**src/rtl/head_ptr_fetch_if.sv**
```systemverilog
// Command/task stream types and the handshake bundle between the hash stage,
// the head-pointer fetch stage and the data-table engines.
package head_ptr_fetch_pkg;
  localparam int TABLE_ADDR_WIDTH = 8;
  localparam int BUCKET_WIDTH     = 8;
  localparam int KEY_WIDTH        = 16;
  localparam int VALUE_WIDTH      = 16;

  typedef struct packed {
    logic [1:0]             opcode;
    logic [KEY_WIDTH-1:0]   key;
    logic [VALUE_WIDTH-1:0] value;
  } ht_command_t;

  typedef struct packed {
    ht_command_t                 cmd;
    logic [BUCKET_WIDTH-1:0]     bucket;
    logic [TABLE_ADDR_WIDTH-1:0] head_ptr;
    logic                        head_ptr_val;
  } ht_pdata_t;
endpackage

interface head_ptr_fetch_if;
  import head_ptr_fetch_pkg::*;

  ht_command_t             cmd;
  logic [BUCKET_WIDTH-1:0] bucket;
  logic                    cmd_valid;
  logic                    cmd_ready;
  ht_pdata_t               task_data;
  logic                    task_valid;
  logic                    task_ready;

  modport master (
    output cmd, bucket, cmd_valid, task_ready,
    input  cmd_ready, task_data, task_valid
  );

  modport slave (
    input  cmd, bucket, cmd_valid, task_ready,
    output cmd_ready, task_data, task_valid
  );
endinterface

```
**src/rtl/head_ptr_fetch.sv**
```systemverilog
// Head-table lookup stage: issues a head-table read per command, aligns the
// RAM data with the command, forwards engine writes, and buffers tasks.
module head_ptr_fetch
  import head_ptr_fetch_pkg::*;
#(
  parameter int RAM_LATENCY = 2,
  parameter int FIFO_DEPTH  = 4,
  parameter int A_WIDTH     = TABLE_ADDR_WIDTH,
  parameter int B_WIDTH     = BUCKET_WIDTH
) (
  input  logic               clk_i,
  input  logic               rst_i,
  head_ptr_fetch_if.slave    hp_if,
  output logic [B_WIDTH-1:0] ht_rd_addr_o,
  output logic               ht_rd_en_o,
  input  logic [A_WIDTH-1:0] ht_rd_ptr_i,
  input  logic               ht_rd_ptr_val_i,
  input  logic               snoop_wr_en_i,
  input  logic [B_WIDTH-1:0] snoop_wr_addr_i,
  input  logic [A_WIDTH-1:0] snoop_wr_ptr_i,
  input  logic               snoop_wr_ptr_val_i
);
  localparam int OCC_W = $clog2(FIFO_DEPTH + 1);
  localparam int PTR_W = (FIFO_DEPTH > 1) ? $clog2(FIFO_DEPTH) : 1;
  localparam int LAST  = RAM_LATENCY - 1;

  logic [OCC_W-1:0] occ_q, occ_d;
  logic             cmd_ready, accept, pop, push, acc_hit;

  logic               pipe_vld_q  [RAM_LATENCY];
  ht_command_t        pipe_cmd_q  [RAM_LATENCY];
  logic [B_WIDTH-1:0] pipe_bkt_q  [RAM_LATENCY];
  logic               pipe_fwd_q  [RAM_LATENCY];
  logic [A_WIDTH-1:0] pipe_fptr_q [RAM_LATENCY];
  logic               pipe_fval_q [RAM_LATENCY];
  logic               pipe_fwd_d  [RAM_LATENCY];
  logic [A_WIDTH-1:0] pipe_fptr_d [RAM_LATENCY];
  logic               pipe_fval_d [RAM_LATENCY];

  logic               mem_vld_q  [FIFO_DEPTH];
  ht_command_t        mem_cmd_q  [FIFO_DEPTH];
  logic [B_WIDTH-1:0] mem_bkt_q  [FIFO_DEPTH];
  logic [A_WIDTH-1:0] mem_ptr_q  [FIFO_DEPTH];
  logic               mem_pval_q [FIFO_DEPTH];
  logic [PTR_W-1:0]   rd_ptr_q, wr_ptr_q;
  logic [A_WIDTH-1:0] push_ptr;
  logic               push_pval;

  function automatic logic [PTR_W-1:0] wrap_inc(input logic [PTR_W-1:0] p);
    return (p == PTR_W'(FIFO_DEPTH - 1)) ? '0 : p + 1'b1;
  endfunction

  // Credit covers reads in flight as well as buffered tasks, so RAM data always has a slot.
  assign cmd_ready = (occ_q < OCC_W'(FIFO_DEPTH));
  assign accept    = hp_if.cmd_valid && cmd_ready && !rst_i;
  assign pop       = hp_if.task_valid && hp_if.task_ready;
  assign acc_hit   = snoop_wr_en_i && (hp_if.bucket == snoop_wr_addr_i);
  assign push      = pipe_vld_q[LAST];

  assign hp_if.cmd_ready  = cmd_ready;
  assign hp_if.task_valid = mem_vld_q[rd_ptr_q];
  assign hp_if.task_data  = {mem_cmd_q[rd_ptr_q], mem_bkt_q[rd_ptr_q],
                             mem_ptr_q[rd_ptr_q], mem_pval_q[rd_ptr_q]};
  assign ht_rd_en_o       = accept;
  assign ht_rd_addr_o     = hp_if.bucket;

  always_comb begin
    occ_d = occ_q;
    if (accept && !pop)      occ_d = occ_q + 1'b1;
    else if (pop && !accept) occ_d = occ_q - 1'b1;
  end

  // Snooped view of the tag pipe; the tail view already covers a write in the push cycle.
  always_comb begin
    for (int i = 0; i < RAM_LATENCY; i++) begin
      pipe_fwd_d[i]  = pipe_fwd_q[i];
      pipe_fptr_d[i] = pipe_fptr_q[i];
      pipe_fval_d[i] = pipe_fval_q[i];
      if (snoop_wr_en_i && pipe_vld_q[i] && (pipe_bkt_q[i] == snoop_wr_addr_i)) begin
        pipe_fwd_d[i]  = 1'b1;
        pipe_fptr_d[i] = snoop_wr_ptr_i;
        pipe_fval_d[i] = snoop_wr_ptr_val_i;
      end
    end
    push_ptr  = pipe_fwd_d[LAST] ? pipe_fptr_d[LAST] : ht_rd_ptr_i;
    push_pval = pipe_fwd_d[LAST] ? pipe_fval_d[LAST] : ht_rd_ptr_val_i;
  end

  always_ff @(posedge clk_i or posedge rst_i) begin
    if (rst_i) begin
      occ_q    <= '0;
      rd_ptr_q <= '0;
      wr_ptr_q <= '0;
      for (int i = 0; i < RAM_LATENCY; i++) pipe_vld_q[i] <= 1'b0;
      for (int j = 0; j < FIFO_DEPTH; j++)  mem_vld_q[j]  <= 1'b0;
    end else begin
      occ_q         <= occ_d;
      pipe_vld_q[0] <= accept;
      for (int i = 1; i < RAM_LATENCY; i++) pipe_vld_q[i] <= pipe_vld_q[i-1];
      if (pop) begin
        mem_vld_q[rd_ptr_q] <= 1'b0;
        rd_ptr_q            <= wrap_inc(rd_ptr_q);
      end
      if (push) begin
        mem_vld_q[wr_ptr_q] <= 1'b1;
        wr_ptr_q            <= wrap_inc(wr_ptr_q);
      end
    end
  end

  // RAM read-during-write returns old data, so a same-cycle write is forwarded at entry.
  always_ff @(posedge clk_i) begin
    pipe_cmd_q[0]  <= hp_if.cmd;
    pipe_bkt_q[0]  <= hp_if.bucket;
    pipe_fwd_q[0]  <= acc_hit;
    pipe_fptr_q[0] <= snoop_wr_ptr_i;
    pipe_fval_q[0] <= snoop_wr_ptr_val_i;
    for (int i = 1; i < RAM_LATENCY; i++) begin
      pipe_cmd_q[i]  <= pipe_cmd_q[i-1];
      pipe_bkt_q[i]  <= pipe_bkt_q[i-1];
      pipe_fwd_q[i]  <= pipe_fwd_d[i-1];
      pipe_fptr_q[i] <= pipe_fptr_d[i-1];
      pipe_fval_q[i] <= pipe_fval_d[i-1];
    end
    for (int j = 0; j < FIFO_DEPTH; j++) begin
      if (snoop_wr_en_i && mem_vld_q[j] && (mem_bkt_q[j] == snoop_wr_addr_i) &&
          !(pop && (PTR_W'(j) == rd_ptr_q))) begin
        mem_ptr_q[j]  <= snoop_wr_ptr_i;
        mem_pval_q[j] <= snoop_wr_ptr_val_i;
      end
    end
    if (push) begin
      mem_cmd_q[wr_ptr_q]  <= pipe_cmd_q[LAST];
      mem_bkt_q[wr_ptr_q]  <= pipe_bkt_q[LAST];
      mem_ptr_q[wr_ptr_q]  <= push_ptr;
      mem_pval_q[wr_ptr_q] <= push_pval;
    end
  end
endmodule

```
**src/flat_wrapper.sv**
```systemverilog
// flat-port wrapper written by rule: the top's interface ports become plain ports
module head_ptr_fetch_flat import head_ptr_fetch_pkg::*;
#(
  parameter int RAM_LATENCY = 2,
  parameter int FIFO_DEPTH  = 4,
  parameter int A_WIDTH     = TABLE_ADDR_WIDTH,
  parameter int B_WIDTH     = BUCKET_WIDTH
)
  (clk_i, rst_i, ht_rd_addr_o, ht_rd_en_o, ht_rd_ptr_i, ht_rd_ptr_val_i, snoop_wr_en_i, snoop_wr_addr_i, snoop_wr_ptr_i, snoop_wr_ptr_val_i, hp_if_cmd, hp_if_bucket, hp_if_cmd_valid, hp_if_task_ready, hp_if_cmd_ready, hp_if_task_data, hp_if_task_valid);
  head_ptr_fetch_if hp_if_i ();
  input  logic clk_i;
  input  logic rst_i;
  output logic [B_WIDTH-1:0] ht_rd_addr_o;
  output logic ht_rd_en_o;
  input  logic [A_WIDTH-1:0] ht_rd_ptr_i;
  input  logic ht_rd_ptr_val_i;
  input  logic snoop_wr_en_i;
  input  logic [B_WIDTH-1:0] snoop_wr_addr_i;
  input  logic [A_WIDTH-1:0] snoop_wr_ptr_i;
  input  logic snoop_wr_ptr_val_i;
  input wire logic [$bits(hp_if_i.cmd)-1:0] hp_if_cmd;
  input wire logic [$bits(hp_if_i.bucket)-1:0] hp_if_bucket;
  input wire logic [$bits(hp_if_i.cmd_valid)-1:0] hp_if_cmd_valid;
  input wire logic [$bits(hp_if_i.task_ready)-1:0] hp_if_task_ready;
  output wire logic [$bits(hp_if_i.cmd_ready)-1:0] hp_if_cmd_ready;
  output wire logic [$bits(hp_if_i.task_data)-1:0] hp_if_task_data;
  output wire logic [$bits(hp_if_i.task_valid)-1:0] hp_if_task_valid;
  assign hp_if_i.cmd = hp_if_cmd;
  assign hp_if_i.bucket = hp_if_bucket;
  assign hp_if_i.cmd_valid = hp_if_cmd_valid;
  assign hp_if_i.task_ready = hp_if_task_ready;
  assign hp_if_cmd_ready = hp_if_i.cmd_ready;
  assign hp_if_task_data = hp_if_i.task_data;
  assign hp_if_task_valid = hp_if_i.task_valid;
  head_ptr_fetch #(.RAM_LATENCY(RAM_LATENCY), .FIFO_DEPTH(FIFO_DEPTH), .A_WIDTH(A_WIDTH), .B_WIDTH(B_WIDTH)) u_core (.clk_i(clk_i), .rst_i(rst_i), .hp_if(hp_if_i), .ht_rd_addr_o(ht_rd_addr_o), .ht_rd_en_o(ht_rd_en_o), .ht_rd_ptr_i(ht_rd_ptr_i), .ht_rd_ptr_val_i(ht_rd_ptr_val_i), .snoop_wr_en_i(snoop_wr_en_i), .snoop_wr_addr_i(snoop_wr_addr_i), .snoop_wr_ptr_i(snoop_wr_ptr_i), .snoop_wr_ptr_val_i(snoop_wr_ptr_val_i));
endmodule
```
**config.mk**
```make
export PLATFORM = sky130hd
export DESIGN_NAME = head_ptr_fetch_flat
export DESIGN_NICKNAME = d
export VERILOG_FILES = /design/src/rtl/head_ptr_fetch_if.sv /design/src/rtl/head_ptr_fetch.sv /design/src/flat_wrapper.sv
export SDC_FILE = /design/constraint.sdc
export NUM_CORES = 1
export LEC_CHECK = 0
export BUFFER_PORTS_ARGS = -buffer_cell sky130_fd_sc_hd__buf_2
export CELL_PAD_IN_SITES_DETAIL_PLACEMENT = 1
export CELL_PAD_IN_SITES_GLOBAL_PLACEMENT = 1
export CORE_MARGIN = 8
export CORE_UTILIZATION = 33
export CTS_CLUSTER_SIZE = 8
export DETAILED_ROUTE_END_ITERATION = 6
export PLACE_DENSITY_LB_ADDON = 0.05
export SYNTH_ARGS = -nofsm -noshare
export SYNTH_HDL_FRONTEND = slang
export SYNTH_SLANG_ARGS = --single-unit
```
**constraint.sdc**
```tcl
create_clock -name clk_i -period 2.4 [get_ports clk_i]
set_input_delay 0.12 -clock clk_i [delete_from_list [all_inputs] [get_ports clk_i]]
set_output_delay 0.12 -clock clk_i [all_outputs]
set_load 0.005 [all_outputs]
```
==> impl_metrics.py <==
metrics = {
    "cts": {
        "clk_latency_ns": 0.55,
        "clk_pin_slew_ns": 0.05,
        "post_cts_buffers": 0,
        "clockBufferDepth": 3,
        "cts_buffers": 46,
        "cts_tree": "done",
        "cts-root-buf": "clkbuf_16",
        "cts_sinks": 321,
        "htree_levels": 2,
    },
    "timing": {
        "min_period_ns": 2.31,
        "setup_tns_ns": 0,
        "setup_viol": 0,
        "worst_pin_slew_ns": 0.753,
        "finalCritPeriodShare": 0.961,
        "fin_skew_ns": 0.0310,
        "slew_headroom": 0.498,
        "rsz0062_at_grt": "true",
        "final-hold-violation-count": 0,
        "finalMaxSlewViolations": 0,
        "max_freq_mhz": 434,
    },
    "floorplan": {
        "fp-row-count": 68,
        "die-height_um": 203,
        "core_sq_um": 34500,
        "die_w_um": 203,
        "fp.dieArea_sq_um": 41100,
        "design.portCount": 135,
        "start_util": 0.334,
    },
    "layout": {
        "drive_gt1_frac": 0.365,
        "final_cells": 1310,
        "antenna_cells": 0,
        "final_nets": 905,
        "fin_area_sq_um": 14700,
        "area_growth_pct": 27.5,
        "final_util": 0.426,
    },
    "setup_path": {
        "reg2reg_depth": 9,
        "critPathTopFamily": "multiplexers",
        "regToRegSetupSlack_ns": 0.12,
        "crit_chain": "buf_16 > mux4_2 > buf_6",
        "cp-end-kind": "output port",
        "critPathMaxFanout": 55,
        "cp_slowest_cell": "mux4_2",
        "arrival_ns": 2.19,
        "path_buf_inv": 2,
        "path_class": "flop to output port",
        "crit_required_ns": 2.28,
        "r2r-start": "u_core.rd_ptr_q[0]$_DFFE_PP0P_",
        "max_stage_delay_ns": 0.64,
        "r2r-end": "u_core.occ_q[2]$_DFFE_PP0P_",
        "cp-start-kind": "flop",
    },
    "synthesis": {
        "synth_area_sq_um": 11500,
        "syn-num-nets": 687,
        "yosys-top-cells-area": "edfxtp_1 (53%), dfxtp_1 (18%), mux4_2 (10%)",
        "synth_cell_types": 31,
        "synth-seq-cells": 321,
        "yosysTopAreaCell": "edfxtp_1",
        "synth_warnings": 0,
        "yosysSeqAreaShare": 0.742,
        "avgSynthCellArea_sq_um": 19.0,
        "yosysTopAreaCellShare": 0.532,
        "synthCells": 604,
    },
    "power": {
        "power_density_nw_per_um2": 1060,
        "max-vdd-ir-drop_v": 0.000986,
        "leakage_nw": 5.34,
    },
    "route": {
        "wl_per_cell_um": 20.4,
        "drtIter0Drc": 166,
        "first_pass_iters": 4,
        "drc": 0,
        "drt-total-wl_um": 26700,
        "detail-route-antenna-nets": 0,
        "viasPerCell": 4.49,
        "vias": 5887,
    },
    "status": {
        "status": "finished clean",
    },
    "placement": {
        "place.detailed.hpwl_um": 16500,
        "gp_congestion": 0.740,
        "place_area_sq_um": 12800,
        "dpl.cell_count": 1176,
        "port_buffers": 134,
    },
    "min_path": {
        "hp-start": "snoop_wr_en_i",
        "hp-class": "input pin to flop",
        "min_to": "u_core.pipe_fwd_q[0][0]$_DFF_P_",
        "hold_depth": 2,
    },
    "global_routing": {
        "antenna_found_initial": 0,
        "grt_max_degree": 56,
        "grt_usage": 0.132,
        "grt_overflow": 0,
        "first_global_vias": 6892,
        "grt_pass1_wl_um": 41400,
    },
    "run": {
        "drv_cap": 0,
    },
}
-- where the power goes --
group	switching (W)	internal, W	leakage (nW)	total, W
clock network	0.00226	0.00358	0.630	0.00583
registers	0.000187	0.00635	2.88	0.00654
logic	0.00163	0.00161	1.83	0.00324
-- worst register-to-register path, stage by stage, from the launching register on --
cell and delay [ns]:
dfrtp_4 0.44, mux4_2 0.52, and2_1 0.19, inv_1 0.10, ha_4 0.14, inv_1 0.04, fa_1 0.37, xor2_1 0.15
nor2_1 0.13, xnor2_1 0.12
-- cells by family (layout without fill, tap and decap cells) --
| group | count (synthesis) | after routing | synth area share |
|---|---|---|---|
| xor+xnor | 56 | 56 | 0.0426 |
| fa+ha+maj | 10 | 10 | 0.0115 |
| flops | 321 | 321 | 0.742 |
| buf+inv | 47 | 298 | 0.0196 |
| simple gates | 54 | 54 | 0.0247 |
| compound gates | 9 | 9 | 0.00435 |
| mux | 107 | 107 | 0.156 |
-- flip-flops by register name, indices dropped and copies added (netlist names), 3 cells and up --
signal,cells
u_core.pipe_fptr_q,16
u_core.pipe_cmd_q,68
u_core.occ_q,3
u_core.mem_bkt_q,32
u_core.mem_ptr_q,32
u_core.mem_pval_q,4
u_core.pipe_bkt_q,16
u_core.mem_vld_q,4
u_core.mem_cmd_q,136
-- routing by layer --
layer	vias up	global-route usage	routed length (um)
met4	0	0.0389	569
met1	2987	0.161	11400
li1	2725	-	-
met2	126	0.232	13600
met5	-	0	0
met3	49	0.0292	1110
-- cells in the final DEF, fill, tap and decap left out, types with 11 or more instances in the layout --
cell,instances
inv_1,12
nand2_1,19
dlygate4sd3_1,53
dfrtp_1,11
dfxtp_1,104
edfxtp_1,204
mux2_2,50
clkbuf_16,46
xor2_1,40
clkbuf_1,31
xnor2_1,16
buf_2,130
mux4_2,52
-- cell usage after synthesis, drive strengths merged --
cell / count
a222oi: 1
and2: 1
and3: 2
buf: 26
clkbuf: 5
dfrtp: 13
dfxtp: 104
edfxtp: 204
fa: 1
ha: 9
inv: 16
mux2: 55
mux4: 52
nand2: 23
nand2b: 1
nand3: 1
nand4: 8
nor2: 2
nor2b: 3
nor3: 5
nor4: 7
o21ai: 8
or3: 1
xnor2: 16
xor2: 40
-- how the worst max path moves through the flow --
stage	endpoint	slack, ns	start	cells after the start
5_1_grt	hp_if_task_data[16]	-0.03	u_core.rd_ptr_q[0]$_DFFE_PP0P_	3
4_1_cts	hp_if_task_data[16]	0.02	u_core.rd_ptr_q[0]$_DFFE_PP0P_	3
3_3_place_gp	u_core.occ_q[2]$_DFFE_PP0P_	0.15	u_core.rd_ptr_q[0]$_DFFE_PP0P_	9
3_5_place_dp	u_core.occ_q[2]$_DFFE_PP0P_	0.11	u_core.rd_ptr_q[0]$_DFFE_PP0P_	9
6_report	hp_if_task_data[16]	0.09	u_core.rd_ptr_q[0]$_DFFE_PP0P_	3
2_1_floorplan	u_core.occ_q[2]$_DFFE_PP0P_	0.0005	u_core.rd_ptr_q[0]$_DFFE_PP0P_	11
-- area by class of cell --
cell class / count / area (sq um)
Clock buffer: 77 / 1270
Clock inverter: 4 / 63.8
Fill cell: 3342 / 19800
Inverter: 16 / 71.3
Multi-Input combinational cell: 236 / 2760
Sequential cell: 321 / 8540
Tap cell: 455 / 569
Timing Repair Buffer: 201 / 1400
-- repair_timing --
item,CTS,global route
hold endpoints to repair,110,0
gates resized for setup,3,8
setup endpoints to repair,23,9
hold buffers,53,0
pin swaps,0,1
-- through the flow --
step / power (W) / hold WS, ns / setup WS (ns)
finish: 0.0156 / 0.0313 / 0.0941
global route: 0.0164 / 0.0209 / -0.0321
CTS: 0.0159 / 0.0291 / 0.0188
detailed placement: 0.00986 / 0.163 / 0.109
global placement: 0.00980 / 0.138 / 0.149
floorplan: 0.00847 / 0.00244 / 0.000528
No activity file was read; power rests on OpenSTA's default activity.
